[config.mk]
export PLATFORM = sky130hd
export DESIGN_NAME = operand_fetch
export DESIGN_NICKNAME = d
export VERILOG_FILES = /design/src/rtl/operand_fetch.sv
export SDC_FILE = /design/constraint.sdc
export NUM_CORES = 1
export LEC_CHECK = 0
export BUFFER_PORTS_ARGS = -buffer_cell sky130_fd_sc_hd__buf_4
export CORE_MARGIN = 10
export CORE_UTILIZATION = 51
export CTS_BUF_LIST = sky130_fd_sc_hd__clkbuf_4 sky130_fd_sc_hd__clkbuf_8
export DETAILED_ROUTE_END_ITERATION = 8
export GPL_TIMING_DRIVEN = 0
export MAX_ROUTING_LAYER = met4
export PLACE_DENSITY = 0.94
export SLEW_MARGIN = 0
export SYNTH_ARGS = -nofsm -noshare
export SYNTH_HDL_FRONTEND = slang
export SYNTH_SLANG_ARGS = --single-unit
export TNS_END_PERCENT = 100
[constraint.sdc]
create_clock -name clk -period 2.4 [get_ports clk]
set_input_delay 0.24 -clock clk [delete_from_list [all_inputs] [get_ports clk]]
set_output_delay 0.24 -clock clk [all_outputs]
set_load 0.05 [all_outputs]
[src/rtl/operand_fetch.sv]
// operand_fetch: sequences direct/indirect memory reads that produce the ALU mem_data operand
package operand_fetch_pkg;
    typedef enum logic [1:0] {
        SRC_MEM_ADDR  = 2'd0,
        SRC_IMMEDIATE = 2'd1,
        SRC_INDIRECT  = 2'd2,
        SRC_REG       = 2'd3
    } data_src_t;
endpackage

module operand_fetch
    import operand_fetch_pkg::*;
#(
    parameter int WIDTH      = 8,
    parameter int ADDR_WIDTH = 8
) (
    input  logic                  clk,
    input  logic                  rst_n,
    input  logic                  start,
    input  data_src_t             source,
    input  logic [WIDTH-1:0]      id_operand,
    output logic                  busy,
    output logic                  done,
    output logic [WIDTH-1:0]      mem_data,
    output logic                  mem_rd,
    output logic [ADDR_WIDTH-1:0] mem_addr,
    input  logic                  mem_ready,
    input  logic [WIDTH-1:0]      mem_rdata
);
    typedef enum logic [2:0] {IDLE, PTR_REQ, PTR_WAIT, DATA_REQ, DATA_WAIT, DONE} state_t;

    state_t                state, state_d;
    logic [ADDR_WIDTH-1:0] addr_q;

    assign mem_addr = addr_q;

    always_comb begin
        state_d = state;
        case (state)
            IDLE:      if (start) state_d = source == SRC_MEM_ADDR ? DATA_REQ :
                                            source == SRC_INDIRECT ? PTR_REQ : DONE;
            PTR_REQ:   if (mem_ready) state_d = PTR_WAIT;
            PTR_WAIT:  state_d = DATA_REQ;
            DATA_REQ:  if (mem_ready) state_d = DATA_WAIT;
            DATA_WAIT: state_d = DONE;
            default:   state_d = IDLE;
        endcase
    end

    // status outputs are registered from the next state so they line up with it
    always_ff @(posedge clk) begin
        if (!rst_n) begin
            state    <= IDLE;
            addr_q   <= '0;
            mem_data <= '0;
            busy     <= 1'b0;
            done     <= 1'b0;
            mem_rd   <= 1'b0;
        end else begin
            state  <= state_d;
            busy   <= state_d != IDLE;
            done   <= state_d == DONE;
            mem_rd <= state_d == PTR_REQ || state_d == DATA_REQ;
            if (state == IDLE && start) addr_q <= ADDR_WIDTH'(id_operand);
            if (state == PTR_WAIT) addr_q <= ADDR_WIDTH'(mem_rdata);
            if (state == DATA_WAIT) mem_data <= mem_rdata;
        end
    end
endmodule

# Word-level counts from Yosys, hierarchy flattened
# Cells that the tools add are included.
[classes]
reduce_logical = 6
muxes = 8
eq_ne = 8
[ops]
columns = ["cell", "n"]
rows = [
  ["8-bit 2-to-1 mux", 2],
  ["3-bit 2-to-1 mux", 5],
  ["3-bit one-hot mux with 5 select lines", 1],
  ["3-bit by 2-bit == test with 1-bit output, second input constant", 3],
  ["3-bit by 1-bit == test with 1-bit output, second input constant", 2],
  ["3-bit == test, second input constant", 2],
  ["3-bit logical NOT", 1],
  ["3-bit nonzero test", 1],
  ["2-bit == test, second input constant", 1],
  ["2-bit logical NOT", 1],
  ["2-bit nonzero test", 1],
  ["1-bit logical AND", 1],
  ["1-bit logical OR", 1],
]
[totals]
out_inout_bits = 19
word_cells = 28
inputBits = 22
reg_bits = 22

# Longest topological paths before layout
# Gate-level depths: netlist (run 1).
[logic_depth]
depth_word = 7
depth_mapped = 5
depth_no_buf = 3

# Least setup slack after synthesis (run 1)
# OpenSTA, ideal clock, no wires.
[synth_path]
kind = "register to register"
start = "register state[1]"
end = "register addr_q[0], in the netlist mem_addr[0]"
arrival_ns = 1.138
t_required_ns = 2.284
setup_slack_ns = 1.145
setup_time_ns = 0.116
stages_incl_launch_ff = 6
path_buffers = 2
synth_period_minus_slack_ns = 1.255
cell_sequence = "dfxtp_1 -> or2_1 -> buf_6 -> and2_1 -> buf_6 -> o211a_1"
[synth_via]
elab_chain_len = 3
word_cells_on_any_way = 5
classes_between = "eq/ne (1); mux (1); reduce/logical (3)"
[synth_rtl]
columns = ["element", "line_no", "rtl"]
rows = [
  ["start: declaration", "32", "state_t state, state_d;"],
  ["start signal: assignment", "60", "state <= state_d;"],
  ["3-bit logical NOT", "64", "if (state == IDLE && start) addr_q <= ADDR_WIDTH'(id_operand);"],
  ["1-bit logical AND", "64", ""],
  ["2-bit nonzero test (no line)", "n/a", ""],
  ["end signal: assignment", "64", ""],
  ["end signal: assignment", "65", "if (state == PTR_WAIT) addr_q <= ADDR_WIDTH'(mem_rdata);"],
  ["end: declaration", "33", "logic [ADDR_WIDTH-1:0] addr_q;"],
]
# Parallel ways exist; a longest one is shown, timed or not.
# A chain may end at the register's enable or synchronous reset.

# Final worst setup path (run 1)
[layout_path]
start = "register state[1]"
end = "register addr_q[4], in the netlist mem_addr[4]"
# Same word-level chain as after synthesis.

==> results of run 1 <==
[synthesized netlist by cell type (2+ instances only)]
master     n
buf_6      2
dfxtp_1   22
mux2i_1   16
a21oi_1    2
nor2_1     2
buf_2      3
nand3_1    8
nand2_1    4
clkbuf_1   2
o211a_1    8
nor2b_1    9
[per-stage QoR]
stage | cell area, sq um | total power, mW | setup slack (ps)
6_report | 1300 | 0.985 | 1030
5_1_grt | 1300 | 1.03 | 907
4_1_cts | 1300 | 0.992 | 1030
3_5_place_dp | 1270 | 0.789 | 1050
3_3_place_gp | 1270 | 0.779 | 1100
2_1_floorplan | 935 | 0.676 | 1150
[cell families (layout without fill, tap and decap cells)]
| kind of cell | count (synthesis) | count (layout) |
|---|---|---|
| buffers and inverters | 8 | 52 |
| multiplexers | 16 | 16 |
| flip-flops | 22 | 22 |
| AND/OR/NAND/NOR | 31 | 31 |
| AO/OA/AOI/OAI | 13 | 13 |
[worst reg2reg max path: stages (launching register included)]
cell	delay [ps]
dfxtp_1	380
or2_1	260
buf_6	140
and2_1	160
buf_6	130
o211a_1	210
[state kept, by name (all words and copies together), names as in the netlist]
register,count
mem_data,8
mem_rd,1
mem_addr,8
state,3
done,1
busy,1
[power by group]
group	switching [mW]	leakage (nW)	total (mW)	internal, mW
Clock	0.113	0.0210	0.206	0.0927
Combinational	0.216	0.437	0.350	0.135
Sequential	0.0233	0.181	0.429	0.406
Total	0.352	0.638	0.985	0.633
[metal layers]
metal | part of all wire, % | track usage, % | up-vias
li1 | - | - | 406
met1 | 47 | 15.7 | 382
met2 | 48 | 21.5 | 31
met3 | 3.5 | 3.41 | 4
met4 | 1.3 | 5.03 | 0
met5 | 0 | - | -
[final cells by class]
class | instances | share of cell area, %
multi-input combinational | 60 | 34.2
sequential | 22 | 33.8
timing repair buffer | 40 | 23.1
buffer | 7 | 3.46
clock buffer | 4 | 2.79
tap | 25 | 2.40
inverter | 1 | 0.288
[path summary, 6_finish.rpt]
kind                      end  slack (ps)  depth (start not counted)
hold / removal       state[1]         180                          3
hold reg to reg   mem_addr[5]         510                          1
setup / recovery  mem_addr[4]        1030                          5
setup reg to reg  mem_addr[4]        1030                          5
==> run metrics, run 1 <==
Worst-path clk slew=120 ps; Antenna diodes=0; Power Density=757 nW/um^2; IO Pins=41; Async SR Flop Fraction=0%; YS warnings=0; post-synthesis simple-gate area fraction=18.7%; post-CTS sizing=0; Max Cap Viol=0; period utilisation layout=57.0%; share of cells above drive strength 1=37.3%; Post-Synthesis Cells=90; Critical Path Source=state[1]; TNS Setup=0 ps; Yosys cell types=23; storage element area=440 sq um; first-pass GRT wire length=4.15 mm; min-delay worst type=in -> reg; Post-Synth XOR/XNOR Area=0%; num rows=15; EDFF count, synth=0; post-layout util=75.4%; Peak VDD IR=0.000514 V; Setup violations, final=0; Slew @ Worst Pin=459 ps; Data required, critical path=2620 ps; DRC=0; most frequent cells in the layout=buf_4 (40), dfxtp_1 (22), mux2i_1 (16); most common cell after layout, fill and taps aside=buf_4; H-tree depth=1; slowest CP cell=dfxtp_1; worst path cell trace=or2_1 > buf_6 > and2_1 > buf_6 > o211a_1; vias in the first global route=844; dpl hpwl=2.01 mm; relative slew slack=69.4%; per-cell routed wire length=15.9 um; Post-CTS Setup Inserts=0; FF-to-FF Start=state[1]; core area=1730 sq um; GPL Wtd Cong=0.896; Worst Skew=4.95 ps; Port Buf Inserts=40; RSZ-0062 raised after global routing=false; Tmin final=1370 ps; fin nets=157; Net Count, Synth=112; Main synth FF type=dfxtp_1; Die Ht=62.8 um; critical path endpoint category=register; Congestion Overflow GR=0; via/cell ratio=5.18; hold_ws=182 ps; worst-path fanout max=9; sequential share of the synthesized area=47.1%; placed cells=155; Detailed Route WL=2.53 mm; Synth Area in Adders=0%; Initial Util=54.1%; Pre-Repair DR Iteration Count=4; Synth top area share=47.1%; CTS tree=yes; Layout area overhead=39.4%; worst path arrival time=1590 ps; kind of critical path=reg -> reg; Synth area leader=dfxtp_1; Cell Count, Final, Fillers Out=159; largest family of logic cells by synthesized area=simple AND/OR/NAND/NOR gates; clock sink count=22; synth top area cells=dfxtp_1 (47%), mux2i_1 (17%), o211a_1 (8.6%); Worst path top cell family by delay=simple AND/OR/NAND/NOR gates; #FFs+latches synth=22; Leak=0.638 nW; Synth Cell Area=935 sq um; Slew Limit Fails=0; Fillers=146; WP buf/inv=2; post-synthesis compound-gate area fraction=11.8%; Crit path top cell by count=buf_6; initial DRC count=20; hold_sp=source[1]; largest net degree at the start of global routing=13; Setup crit start kind=register; clk_lat worst skew=310 ps; antenna violations before repair=0; gr usage total=13.4%; Die Area=3950 sq um; root buf cell=clkbuf_4; Die W=62.8 um; footprint of the multi-input gates=445 sq um; status=completed; Detail Route Antenna Nets=0; mux cell area share after synthesis=17.1%; Hold Buf Count CTS=0; maximum clock frequency=731 MHz; TritonCTS Buffers=3; Vias=823; Clock Path Buffers=2; syn_area_per_cell=10.4 sq um; Fin. Hold Viols=0; CP max stage delay=380 ps
Note: power is estimated with default switching activity, not from simulation.
==> inputs of run 2 (changes only) <==
--- a/config.mk
+++ b/config.mk
@@ -7,12 +7,12 @@
 export LEC_CHECK = 0
 export BUFFER_PORTS_ARGS = -buffer_cell sky130_fd_sc_hd__buf_4
 export CORE_MARGIN = 10
-export CORE_UTILIZATION = 51
+export CORE_UTILIZATION = 43
 export CTS_BUF_LIST = sky130_fd_sc_hd__clkbuf_4 sky130_fd_sc_hd__clkbuf_8
 export DETAILED_ROUTE_END_ITERATION = 8
 export GPL_TIMING_DRIVEN = 0
 export MAX_ROUTING_LAYER = met4
-export PLACE_DENSITY = 0.94
+export PLACE_DENSITY = 0.86
 export SLEW_MARGIN = 0
 export SYNTH_ARGS = -nofsm -noshare
 export SYNTH_HDL_FRONTEND = slang
==> constraint.sdc (replaced) <==
create_clock -name clk -period 1.2 [get_ports clk]
set_input_delay 0.12 -clock clk [delete_from_list [all_inputs] [get_ports clk]]
set_output_delay 0.12 -clock clk [all_outputs]
set_load 0.05 [all_outputs]
==> run 2 against run 1 <==
  * Worst hold slack worse by 110 ps
  * Largest cell class unchanged
  * Total power rose by 100%
  * Register-to-register slack got worse by 1000 ps
  * Sequential cell count is the same
  * Final cell count is the same
  * Via count rose by 0.24%
  * Sequential share of layout area grew 0.40 points
  * Combinational power up 99%
  * Routed wire length rose by 1.5%
  * Global-route usage decreased by 1.2 points
  * Critical path depth down 2
==> run metrics, run 2 (synthesis results as in run 1) <==
dpl hpwl=2.04 mm (was 2.01 mm); largest net degree at the start of global routing=13 (unchanged); Peak VDD IR=0.00119 V (was 0.000514 V); worst path arrival time=1400 ps (was 1590 ps); clk_lat worst skew=300 ps (was 310 ps); Vias=825 (was 823); num rows=16 (was 15); hold_ws=72.3 ps (was 182 ps); CP max stage delay=520 ps (was 380 ps); hold path cells=3 (unchanged); Die W=66.6 um (was 62.8 um); Worst Reg-to-Reg Cells=3 (was 5); IO Pins=41 (unchanged); first-pass GRT wire length=4.10 mm (was 4.15 mm); fin nets=155 (was 157); Clock Path Buffers=2 (unchanged); grt met3 use=5.18% (was 3.41%); Initial Util=46.2% (was 54.1%); Worst-path clk slew=120 ps (about the same); Worst Skew=4.10 ps (was 4.95 ps); worst path cell trace=or4_4 > nand4_1 > nor2b_1 (was or2_1 > buf_6 > and2_1 > buf_6 > o211a_1); Layout area overhead=41.2% (was 39.4%); status=completed (unchanged); Data required, critical path=1410 ps (was 2620 ps); clock sink count=22 (unchanged); Hold Buf Count CTS=0 (unchanged); per-cell routed wire length=16.1 um (was 15.9 um); Congestion Overflow GR=0 (unchanged); Power Density=1490 nW/um^2 (was 757 nW/um^2); relative slew slack=71.0% (was 69.4%); kind of critical path=reg -> reg (unchanged); Antenna diodes=0 (unchanged); DRC=0 (unchanged); Slew @ Worst Pin=436 ps (was 459 ps); RSZ-0062 raised after global routing=true (was false); most common cell after layout, fill and taps aside=buf_4 (unchanged); Detailed Route WL=2.56 mm (was 2.53 mm); period utilisation layout=99.2% (was 57.0%); most frequent cells in the layout=buf_4 (41), dfxtp_1 (19), mux2i_1 (16) (was buf_4 (40), dfxtp_1 (22), mux2i_1 (16)); Detail Route Antenna Nets=0 (unchanged); antenna violations before repair=0 (unchanged); Die Ht=66.6 um (was 62.8 um); share of cells above drive strength 1=40.9% (was 37.3%); GPL Wtd Cong=0.744 (was 0.896); Max Cap Viol=0 (unchanged); Pre-Repair DR Iteration Count=4 (unchanged); met2 Track Usage GR=19.7% (was 21.5%); min-delay worst type=in -> reg (unchanged); Setup violations, final=0 (unchanged); initial DRC count=37 (was 20); Port Buf Inserts=40 (unchanged); critical path endpoint category=register (unchanged); worst-path fanout max=5 (was 9); core area=2020 sq um (was 1730 sq um); slowest CP cell=or4_4 (was dfxtp_1); maximum clock frequency=840 MHz (was 731 MHz); met1 Usage GRT=12.7% (was 15.7%); gr usage total=12.2% (was 13.4%); TritonCTS Buffers=3 (unchanged); root buf cell=clkbuf_4 (unchanged); Slew Limit Fails=0 (unchanged); H-tree depth=1 (unchanged); Die Area=4440 sq um (was 3950 sq um); Setup crit start kind=register (unchanged); Post-Place Setup Slack=-95.1 ps (was 1050 ps); Leak=0.636 nW (was 0.638 nW); final setup margin=10.0 ps (was 1030 ps); CTS tree=yes (unchanged); Fin. Hold Viols=0 (unchanged); Fillers=179 (was 146); most used routing layer=met2 (unchanged); vias in the first global route=891 (was 844); Tmin final=1190 ps (was 1370 ps); via/cell ratio=5.19 (was 5.18)
## run 2: changes by cell type in the layout (fill, tap and decap cells not counted)
cell     before  now
or4_1         1    0
and2_1        1    0
and2_4        0    1
dfxtp_1      22   19
nor3b_1       1    0
or4_4         0    1
buf_2         3    0
dfxtp_4       0    3
nor3b_2       0    1
buf_4        40   41
## run 2: worst max-delay path: cells and delay by family (launching register included)
family           cells  cell delay [ps]
DFF                  1              380
and+or+nand+nor      3              730
## run 2: metal layers
layer | wire length, um | share of wire [%]
met3 | 214 | 8.4
met5 | 0 | 0
met1 | 1110 | 43
met4 | 44 | 1.7
met2 | 1200 | 47
## run 2: power by group
part / total, mW / internal, mW / switching (mW)
Clock: 0.402 / 0.185 / 0.217
Combinational: 0.695 / 0.271 / 0.424
Sequential: 0.872 / 0.815 / 0.0576
Total: 1.97 / 1.27 / 0.699
## run 2: per-stage QoR
step / total power, mW / setup TNS (ps) / util, % / cell area, sq um / cells
6_report: 1.97 / 0 / 65.3 / 1320 / 159
5_1_grt: 2.06 / -129 / 65.3 / 1320 / 159
4_1_cts: 1.99 / -29.1 / 64.9 / 1310 / 160
3_5_place_dp: 1.59 / -1480 / 62.9 / 1270 / 157
3_3_place_gp: 1.57 / -850 / 62.9 / 1270 / 157
2_1_floorplan: 1.36 / -142 / - / 938 / 90
## run 2: cell type report
cell class / instances / area [sq um] / area share (%)
Sequential cell: 22 / 452 / 34.2
Multi-Input combinational cell: 60 / 457 / 34.6
Tap cell: 27 / 33.8 / 2.56
Clock buffer: 4 / 36.3 / 2.75
Timing Repair Buffer: 41 / 308 / 23.3
Buffer: 4 / 30.0 / 2.27
Inverter: 1 / 3.75 / 0.284
## run 2: timing repair
item	CTS	global route
gates resized for setup	5	6
pin swaps	3	3
endpoints found under the setup margin	21	20
setup buffers	1	0
## run 2: worst paths after layout
| kind | slack, ps | end | from |
|---|---|---|---|
| max | 10 | mem_rd | state[2] |
| min | 70 | state[1] | source[1] |
| max reg2reg | 10 | mem_rd | state[2] |
| min reg2reg | 510 | mem_addr[1] | mem_addr[1] |
